[src/rtl/btn_event_decoder.sv]
// -----------------------------------------------------------------------------
// btn_event_decoder
//
// Classifies the debounced press/release events of a single button into
// click, double-click, long-press and auto-repeat gestures. Time is measured
// in sample_ce ticks (shared 1 kHz timebase from ce_gen). Each gesture event
// is reported as a registered, one-clock pulse.
//
// Parameters
//   CE_HZ      rate of sample_ce in Hz
//   LONG_MS    hold time that declares a long press
//   DBL_MS     window after a short release for a second press (double-click)
//   REPEAT_MS  auto-repeat period while a long press is held
//   EN_DOUBLE  1: double-click detection on; 0: click reported on release
//   The derived tick counts (rounded up) must each be at least 2.
//
// Ports
//   clk              system clock (single clock domain)
//   rst_n            asynchronous active-low reset
//   sample_ce        one-clock timebase tick
//   press_pulse      one-clock debounced press event
//   release_pulse    one-clock debounced release event
//   click_pulse      single short click
//   dbl_click_pulse  double-click
//   long_pulse       long press detected
//   repeat_pulse     auto-repeat tick during a long hold
//   long_active      level, high while the long press is held
// -----------------------------------------------------------------------------
module btn_event_decoder #(
   parameter int CE_HZ     = 1000,
   parameter int LONG_MS   = 800,
   parameter int DBL_MS    = 250,
   parameter int REPEAT_MS = 100,
   parameter bit EN_DOUBLE = 1'b1
) (
   input  logic clk,
   input  logic rst_n,
   input  logic sample_ce,
   input  logic press_pulse,
   input  logic release_pulse,
   output logic click_pulse,
   output logic dbl_click_pulse,
   output logic long_pulse,
   output logic repeat_pulse,
   output logic long_active
);

   // Durations in ticks, rounded up so a gesture is never shorter than asked.
   localparam int LONG_T   = (LONG_MS   * CE_HZ + 999) / 1000;
   localparam int DBL_T    = (DBL_MS    * CE_HZ + 999) / 1000;
   localparam int REPEAT_T = (REPEAT_MS * CE_HZ + 999) / 1000;

   localparam int MAX_LD   = (LONG_T > DBL_T) ? LONG_T : DBL_T;
   localparam int MAX_T    = (MAX_LD > REPEAT_T) ? MAX_LD : REPEAT_T;
   localparam int CNT_W    = $clog2(MAX_T + 1);

   // Terminal counts: the Nth tick after entry is seen while the count is N-1.
   localparam logic [CNT_W-1:0] LONG_LAST = CNT_W'(LONG_T - 1);
   localparam logic [CNT_W-1:0] DBL_LAST  = CNT_W'(DBL_T - 1);
   localparam logic [CNT_W-1:0] REP_LAST  = CNT_W'(REPEAT_T - 1);

   typedef enum logic [2:0] {
      S_IDLE,
      S_PRESS1,
      S_WAIT2,
      S_HOLD2,
      S_LONG
   } state_t;

   typedef enum logic [2:0] {
      EV_NONE,
      EV_CLICK,
      EV_DBL,
      EV_LONG,
      EV_REPEAT
   } event_t;

   state_t            state, state_next;
   event_t            ev_next;
   logic              cnt_clr;
   logic [CNT_W-1:0]  cnt;

   logic              click_d, dbl_d, long_d, repeat_d, long_active_d;

   // Press and release together is a protocol violation: both are dropped,
   // leaving only the tick to be processed.
   logic press_ev, release_ev;
   assign press_ev   = press_pulse   & ~release_pulse;
   assign release_ev = release_pulse & ~press_pulse;

   // --------------------------------------------------------------------------
   // State register, shared tick counter and registered outputs
   // --------------------------------------------------------------------------
   // NOTE: sequential state uses non-blocking assignments so every register
   // samples the pre-edge values, independent of statement order.
   always_ff @(posedge clk or negedge rst_n) begin
      if (!rst_n) begin
         state           <= S_IDLE;
         cnt             <= '0;
         click_pulse     <= 1'b0;
         dbl_click_pulse <= 1'b0;
         long_pulse      <= 1'b0;
         repeat_pulse    <= 1'b0;
         long_active     <= 1'b0;
      end else begin
         state <= state_next;

         // A transition (or a repeat period rollover) wins over a coincident
         // tick: the count restarts at zero and that tick is not counted.
         if ((state_next != state) || cnt_clr) begin
            cnt <= '0;
         end else if (sample_ce && (cnt != {CNT_W{1'b1}})) begin
            cnt <= cnt + CNT_W'(1);
         end

         click_pulse     <= click_d;
         dbl_click_pulse <= dbl_d;
         long_pulse      <= long_d;
         repeat_pulse    <= repeat_d;
         long_active     <= long_active_d;
      end
   end

   // --------------------------------------------------------------------------
   // Next-state logic
   // --------------------------------------------------------------------------
   // NOTE: every signal assigned here gets a default first, so no path can
   // leave it unassigned and infer a latch.
   always_comb begin
      state_next = state;
      ev_next    = EV_NONE;
      cnt_clr    = 1'b0;

      case (state)
         S_IDLE: begin
            if (press_ev) state_next = S_PRESS1;
         end

         S_PRESS1: begin
            if (release_ev) begin
               if (EN_DOUBLE) begin
                  state_next = S_WAIT2;
               end else begin
                  state_next = S_IDLE;
                  ev_next    = EV_CLICK;
               end
            end else if (sample_ce && (cnt == LONG_LAST)) begin
               state_next = S_LONG;
               ev_next    = EV_LONG;
            end
         end

         S_WAIT2: begin
            if (press_ev) begin
               state_next = S_HOLD2;
               ev_next    = EV_DBL;
            end else if (sample_ce && (cnt == DBL_LAST)) begin
               state_next = S_IDLE;
               ev_next    = EV_CLICK;
            end
         end

         // Second press of a double-click: held time is deliberately ignored.
         S_HOLD2: begin
            if (release_ev) state_next = S_IDLE;
         end

         S_LONG: begin
            if (release_ev) begin
               state_next = S_IDLE;
            end else if (sample_ce && (cnt == REP_LAST)) begin
               ev_next = EV_REPEAT;
               cnt_clr = 1'b1;
            end
         end

         default: state_next = S_IDLE;
      endcase
   end

   // --------------------------------------------------------------------------
   // Output decode (feeds the output registers, so at most one pulse per clk)
   // --------------------------------------------------------------------------
   always_comb begin
      click_d       = 1'b0;
      dbl_d         = 1'b0;
      long_d        = 1'b0;
      repeat_d      = 1'b0;
      long_active_d = (state_next == S_LONG);

      case (ev_next)
         EV_CLICK:  click_d  = 1'b1;
         EV_DBL:    dbl_d    = 1'b1;
         EV_LONG:   long_d   = 1'b1;
         EV_REPEAT: repeat_d = 1'b1;
         default:   ;
      endcase
   end

endmodule

[config.mk]
export PLATFORM = sky130hd
export DESIGN_NAME = btn_event_decoder
export DESIGN_NICKNAME = d
export VERILOG_FILES = /design/src/rtl/btn_event_decoder.sv
export SDC_FILE = /design/constraint.sdc
export NUM_CORES = 1
export LEC_CHECK = 0
export CAP_MARGIN = 20
export CORE_MARGIN = 2
export CORE_UTILIZATION = 55
export DETAILED_ROUTE_END_ITERATION = 12
export PLACE_DENSITY = 0.81
export RECOVER_POWER = 50
export SLEW_MARGIN = 15
export SYNTH_ARGS = -nofsm -noshare
export SYNTH_HDL_FRONTEND = slang
export SYNTH_SLANG_ARGS = --single-unit
[constraint.sdc]
create_clock -name clk -period 2.6 [get_ports clk]
set_clock_uncertainty 0.1 [all_clocks]
set_input_delay 0.52 -clock clk [delete_from_list [all_inputs] [get_ports clk]]
set_output_delay 0.52 -clock clk [all_outputs]
set_load 0.05 [all_outputs]
==> reports/qor.yml <==
endpoint_kind: "flop"
cts_buffer_depth: 2
die-area_sq_um: 2280
cts_resized: 0
postCtsHoldBufs: 0
maxSlewHeadroom_pct: 38.9
cap_viol_max_count: 0
wl_per_cell_um: 14.5
synth_seq_cells: 18
drc: 0
synth_common_cells: "dfrtp_1 (18), nor2_1 (11), a21oi_1 (8)"
placedCellCount: 138
power_density_nw_per_um2: 581
synth_most_common_cell: "dfrtp_1"
die_y_um: 47.8
ctsHtreeMaxLevel: 1
reg2reg_from: "cnt[0]"
grt_max_degree: 19
drt_iter0_markers: 20
totalPowerFinal_mw: 0.700
critPathLaunchType: "input port"
worst_pin_slew_ns: 0.916
crit_path_start: "sample_ce"
antennaDiodeCount: 0
leakage_nw: 0.485
min-delay-start: "state[1]"
avgSynthCellArea_sq_um: 10.1
syn_nets: 111
cts_setup_buffers: 0
nets: 125
ctsRootBufferMaster: "clkbuf_4"
grt-ovfl-total: 0
vdd_drop_max_mv: 0.411
portBuffers: 9
tritoncts: "built"
initial_utilization_pct: 59.8
ys_top_cells_by_area: "dfrtp_1 (43%), nor2_1 (3.9%), a21oi_1 (3.8%), o32ai_4 (2.6%), nand2_1 (2.5%)"
cts_buffers: 3
post-route-util_pct: 68.2
grt_pass1_vias: 816
final_cells: 142
drive_above_1_share_pct: 12.0
clock_sinks: 18
clkTransAtPathRegs_ns: 0.10
place_hpwl_um: 1560
synth_ff_type: "dfrtp_1"
ys_warn_count: 0
fin_area_sq_um: 1200
synth_top_cell_area_share_pct: 42.7
fin_setup_tns_ns: 0
dr_total_vias: 831
ys_types: 38
die_w_um: 47.8
firstDrtPassIters: 4
period_needed_ns: 2.28
drv_slew: 0
worstSkewPairLatency_ns: 0.29
vias_per_cell: 5.85
setup_viol: 0
yosysTopAreaCell: "dfrtp_1"
place_area_sq_um: 1190
drt-total-wl_um: 2060
synth_edf_count: 0
async_reset_ff_share_pct: 100
fp-row-count: 15
grt_pass1_wl_um: 3590
syn2layout_area_growth_pct: 14.1
critPathKind: "input port to flop"
grt_usage_pct: 23.0
ant_nets: 0
hold_path.class: "flop to flop"
ios: 10
netlist_area_sq_um: 1050
crit_arrival_ns: 2.34
core_area_sq_um: 1760
fmax_mhz: 438
path_max_fanout: 10
ys_seq_area_share_pct: 42.7
rsz0062_at_grt: "no"
final.period_utilization_pct: 87.8
cp.required_ns: 2.66
status: "finished, final reports clean"
synth_cells: 104
gp_congestion: 0.862
antenna_found_initial: 0
hold_viol_final: 0
-- final cells by class --
type                    count  area (sq um)
flip-flops and latches     18           450
fillers                   148           561
inverters                   4          15.0
repair buffers             12           109
clock buffers               4          36.3
multi-input cells          79           562
well taps                  25          31.3
-- registers in the layout (all words and copies together) (netlist names) --
register / cells
cnt: 10
state: 3
click_pulse: 1
dbl_click_pulse: 1
long_active: 1
long_pulse: 1
repeat_pulse: 1
-- layer usage --
layer | global-route usage (%) | share of wire, % | up-vias | routed length [um]
met5 | 0 | 0 | - | 0
li1 | - | - | 409 | -
met4 | 10.3 | 1.8 | 0 | 37
met2 | 35.7 | 51 | 15 | 1040
met1 | 31.0 | 45 | 403 | 918
met3 | 4.53 | 2.8 | 4 | 58
-- layout by cell type (no fill, tap or decap), types with 3 or more instances in the layout --
cell / instances
a21oi_1: 8
clkbuf_4: 3
clkdlybuf4s50_1: 7
dfrtp_1: 18
inv_1: 4
nand2_1: 7
nand2b_1: 4
nand3_1: 5
nor2_1: 11
nor2b_1: 3
nor3_1: 3
o21ai_0: 3
-- worst max-delay path, cell delays in order --
cell and delay, ns:
clkdlybuf4s50_1 0.51, nor4b_1 0.43, nand3_1 0.13, o31a_1 0.29
o211ai_4 0.36, a211oi_1 0.09
-- through the flow --
step,worst slack (ns),hold slack (ns)
global placement,0.193,0.430
floorplan,0.717,0.124
detailed placement,0.160,0.434
finish,0.316,0.457
global route,0.237,0.482
CTS,0.480,0.450
-- path summary, 6_finish.rpt --
path	slack (ns)	cells past startpoint	end
worst max-delay path	0.32	6	cnt[2]
max in group asynchronous	1.07	2	state[1]
worst max register to register	0.51	6	cnt[1]
worst min register to register	0.46	1	long_pulse
min in group asynchronous	0.77	2	repeat_pulse
worst min-delay path	0.46	1	long_pulse
-- power breakdown --
part,internal [mW],switching (mW)
logic,0.0814,0.107
clock network,0.0852,0.0851
registers,0.305,0.0350
total,0.472,0.228
-- kinds of logic after synthesis --
group	after synthesis	synth area share [%]
compound gates	24	19.1
xor+xnor	3	2.49
fa+ha+maj	2	2.37
buf+inv	7	2.61
flops	18	42.7
mux	2	1.90
simple gates	48	28.8
Note: power is estimated with default switching activity, not from simulation.
==> variant: new RTL, same flow settings <==
Register the output `long_pulse` once more, with the module's reset; this adds one clock of latency there. The other outputs are not delayed to match.
--- a/src/rtl/btn_event_decoder.sv
+++ b/src/rtl/btn_event_decoder.sv
@@ -76,4 +76,6 @@
    } event_t;
 
+   logic long_pulse_s0;
+
    state_t            state, state_next;
    event_t            ev_next;
@@ -100,5 +102,5 @@
          click_pulse     <= 1'b0;
          dbl_click_pulse <= 1'b0;
-         long_pulse      <= 1'b0;
+         long_pulse_s0   <= 1'b0;
          repeat_pulse    <= 1'b0;
          long_active     <= 1'b0;
@@ -116,5 +118,5 @@
          click_pulse     <= click_d;
          dbl_click_pulse <= dbl_d;
-         long_pulse      <= long_d;
+         long_pulse_s0   <= long_d;
          repeat_pulse    <= repeat_d;
          long_active     <= long_active_d;
@@ -198,4 +200,12 @@
    end
 
+   always_ff @(posedge clk or negedge rst_n) begin
+      if (!rst_n) begin
+         long_pulse <= '0;
+      end else begin
+         long_pulse <= long_pulse_s0;
+      end
+   end
+
 endmodule
 
Function: no difference found for any inputs over 10 cycles, from zero or initial values and one cycle with rst_n low; that may be too few to reach the edited logic, so the function may still have changed.
==> variant against the original RTL <==
Area after synthesis rose by 1.9%. Final cell count is 0.70% higher. Sequential cell count is 1 higher. Critical endpoint is now cnt[4]. Largest power group unchanged. Synthesized cell count is 5.8% higher. Sequential share of layout area rose by 2.0 points. Total power is 1.5% lower. Critical path type unchanged. Final area increased by 0.21%. Wire length rose by 6.4%. Setup slack gained 8.7 ps.
==> variant: results (changes against the original RTL) <==
| Metric | Value |
|---|---|
| Outcome | completed |
| Synth area leaders | dfrtp_1 (44%), nor3_1 (4.2%), nand3_1 (3.7%) |
| Mux cell area share after synthesis | 1.86% (-0.035 points) |
| R2R Setup Slk | 420 ps (-90 ps) |
| Total GRT Usage | 23.8% (+0.77 points) |
| Most frequent cell after synthesis | dfrtp_1 |
| Placed Cells | 139 (+0.72%) |
| CP Max Fanout | 10 (unchanged) |
| Gpl congestion | 0.834 (-3.2%) |
| Starting DRT DRC Count | 52 (+160%) |
| Largest net degree at the start of global routing | 20 (+1) |
| Leak | 0.496 nW (+2.2%) |
| Number of global-route vias before repair | 838 (+2.7%) |
| Post-detailed-route via-to-cell ratio | 6.26 (+6.9%) |
| First-pass GRT wire length | 3840 µm (+6.7%) |
| Post-synthesis xor/xnor area fraction | 2.44% (-0.046 points) |
| Normalized max-slew margin | 33.9% (-5.1 points) |
| CP arrival | 2370 ps (+30 ps) |
| Cell variety after synth | 40 (+5.3%) |
| DP Wirelength | 1540 µm (-1.3%) |
| Syn_nets | 117 (+5.4%) |
| Total internal power | 0.000456 W (-3.4%) |
| Adder-Cell Fraction of Synth Area | 2.33% (-0.044 points) |
| Clk_lat worst skew | 310 ps (+20 ps) |
| # fillers | 140 (-5.4%) |
| Layout cells sized above 1 | 10.2% (-1.8 points) |
| Synth Area in Compound Gates | 15.3% (-3.8 points) |
| Layout Nets | 126 (+0.80%) |
| Seq/Total Area, Yosys | 44.2% (+1.5 points) |
| VDD IR max | 0.484 mV (+18%) |
| Number of buffers created by CTS | 3 (unchanged) |
| Via Count | 895 (+7.7%) |
| DR WL/cell | 15.3 µm (+5.7%) |
## variant: cell type report
class | count | area share [%]
Sequential cell | 19 | 39.4
Tap cell | 25 | 2.59
Clock buffer | 4 | 2.18
Inverter | 4 | 1.24
Timing Repair Buffer | 12 | 9.02
Multi-Input combinational cell | 79 | 45.5
## variant: power by group through the flow
stage | registers, W | clock network, W | logic, W
final | 0.000383 | 0.000154 | 0.000152
after global placement | 0.000383 | 0 | 0.000150
after detailed placement | 0.000389 | 0 | 0.000154
after global routing | 0.000392 | 0.000167 | 0.000177
after CTS | 0.000382 | 0.000160 | 0.000155
after floorplan | 0.000354 | 0 | 0.000144
## variant: logic make-up (layout without fill, tap and decap cells)
family,Yosys count,in the layout
AO/OA/AOI/OAI,20,20
XOR/XNOR,3,3
adder cells (fa/ha/maj),2,2
buffers and inverters,12,20
flip-flops,19,19
multiplexers,2,2
AND/OR/NAND/NOR,52,52
## variant: worst paths after layout
check	start	end	cells past startpoint
max	sample_ce	cnt[4]	5
min	long_pulse_s0	long_pulse	0
max reg2reg	cnt[2]	cnt[4]	4
max in group asynchronous	rst_n	state[0]	2
min in group asynchronous	rst_n	cnt[7]	2
min reg2reg	long_pulse_s0	long_pulse	0
## variant: per-stage QoR
step / worst slack (ps) / util (%) / hold slack, ps / cell area, µm²
2_1_floorplan: 468 / - / 124 / 1070
3_3_place_gp: 61.1 / 66.4 / 233 / 1180
3_5_place_dp: 15.9 / 66.4 / 238 / 1180
4_1_cts: 332 / 67.9 / 262 / 1210
5_1_grt: 234 / 67.6 / 277 / 1210
6_report: 325 / 67.6 / 257 / 1210
## variant: per-layer routing
metal / share of wire, % / wire (µm) / global-route usage, % / vias up
met4: 2.7 / 60 / 11.9 / 0
met1: 45 / 995 / 35.6 / 406
met5: 0 / 0 / 0 / -
li1: - / - / - / 438
met2: 44 / 973 / 32.9 / 44
met3: 7.2 / 157 / 3.70 / 7
## variant: critical path, cell delays in order
cell	delay (ps)
clkdlybuf4s50_1	480
or4b_4	490
nor4_2	390
o221a_2	390
nor3_1	90
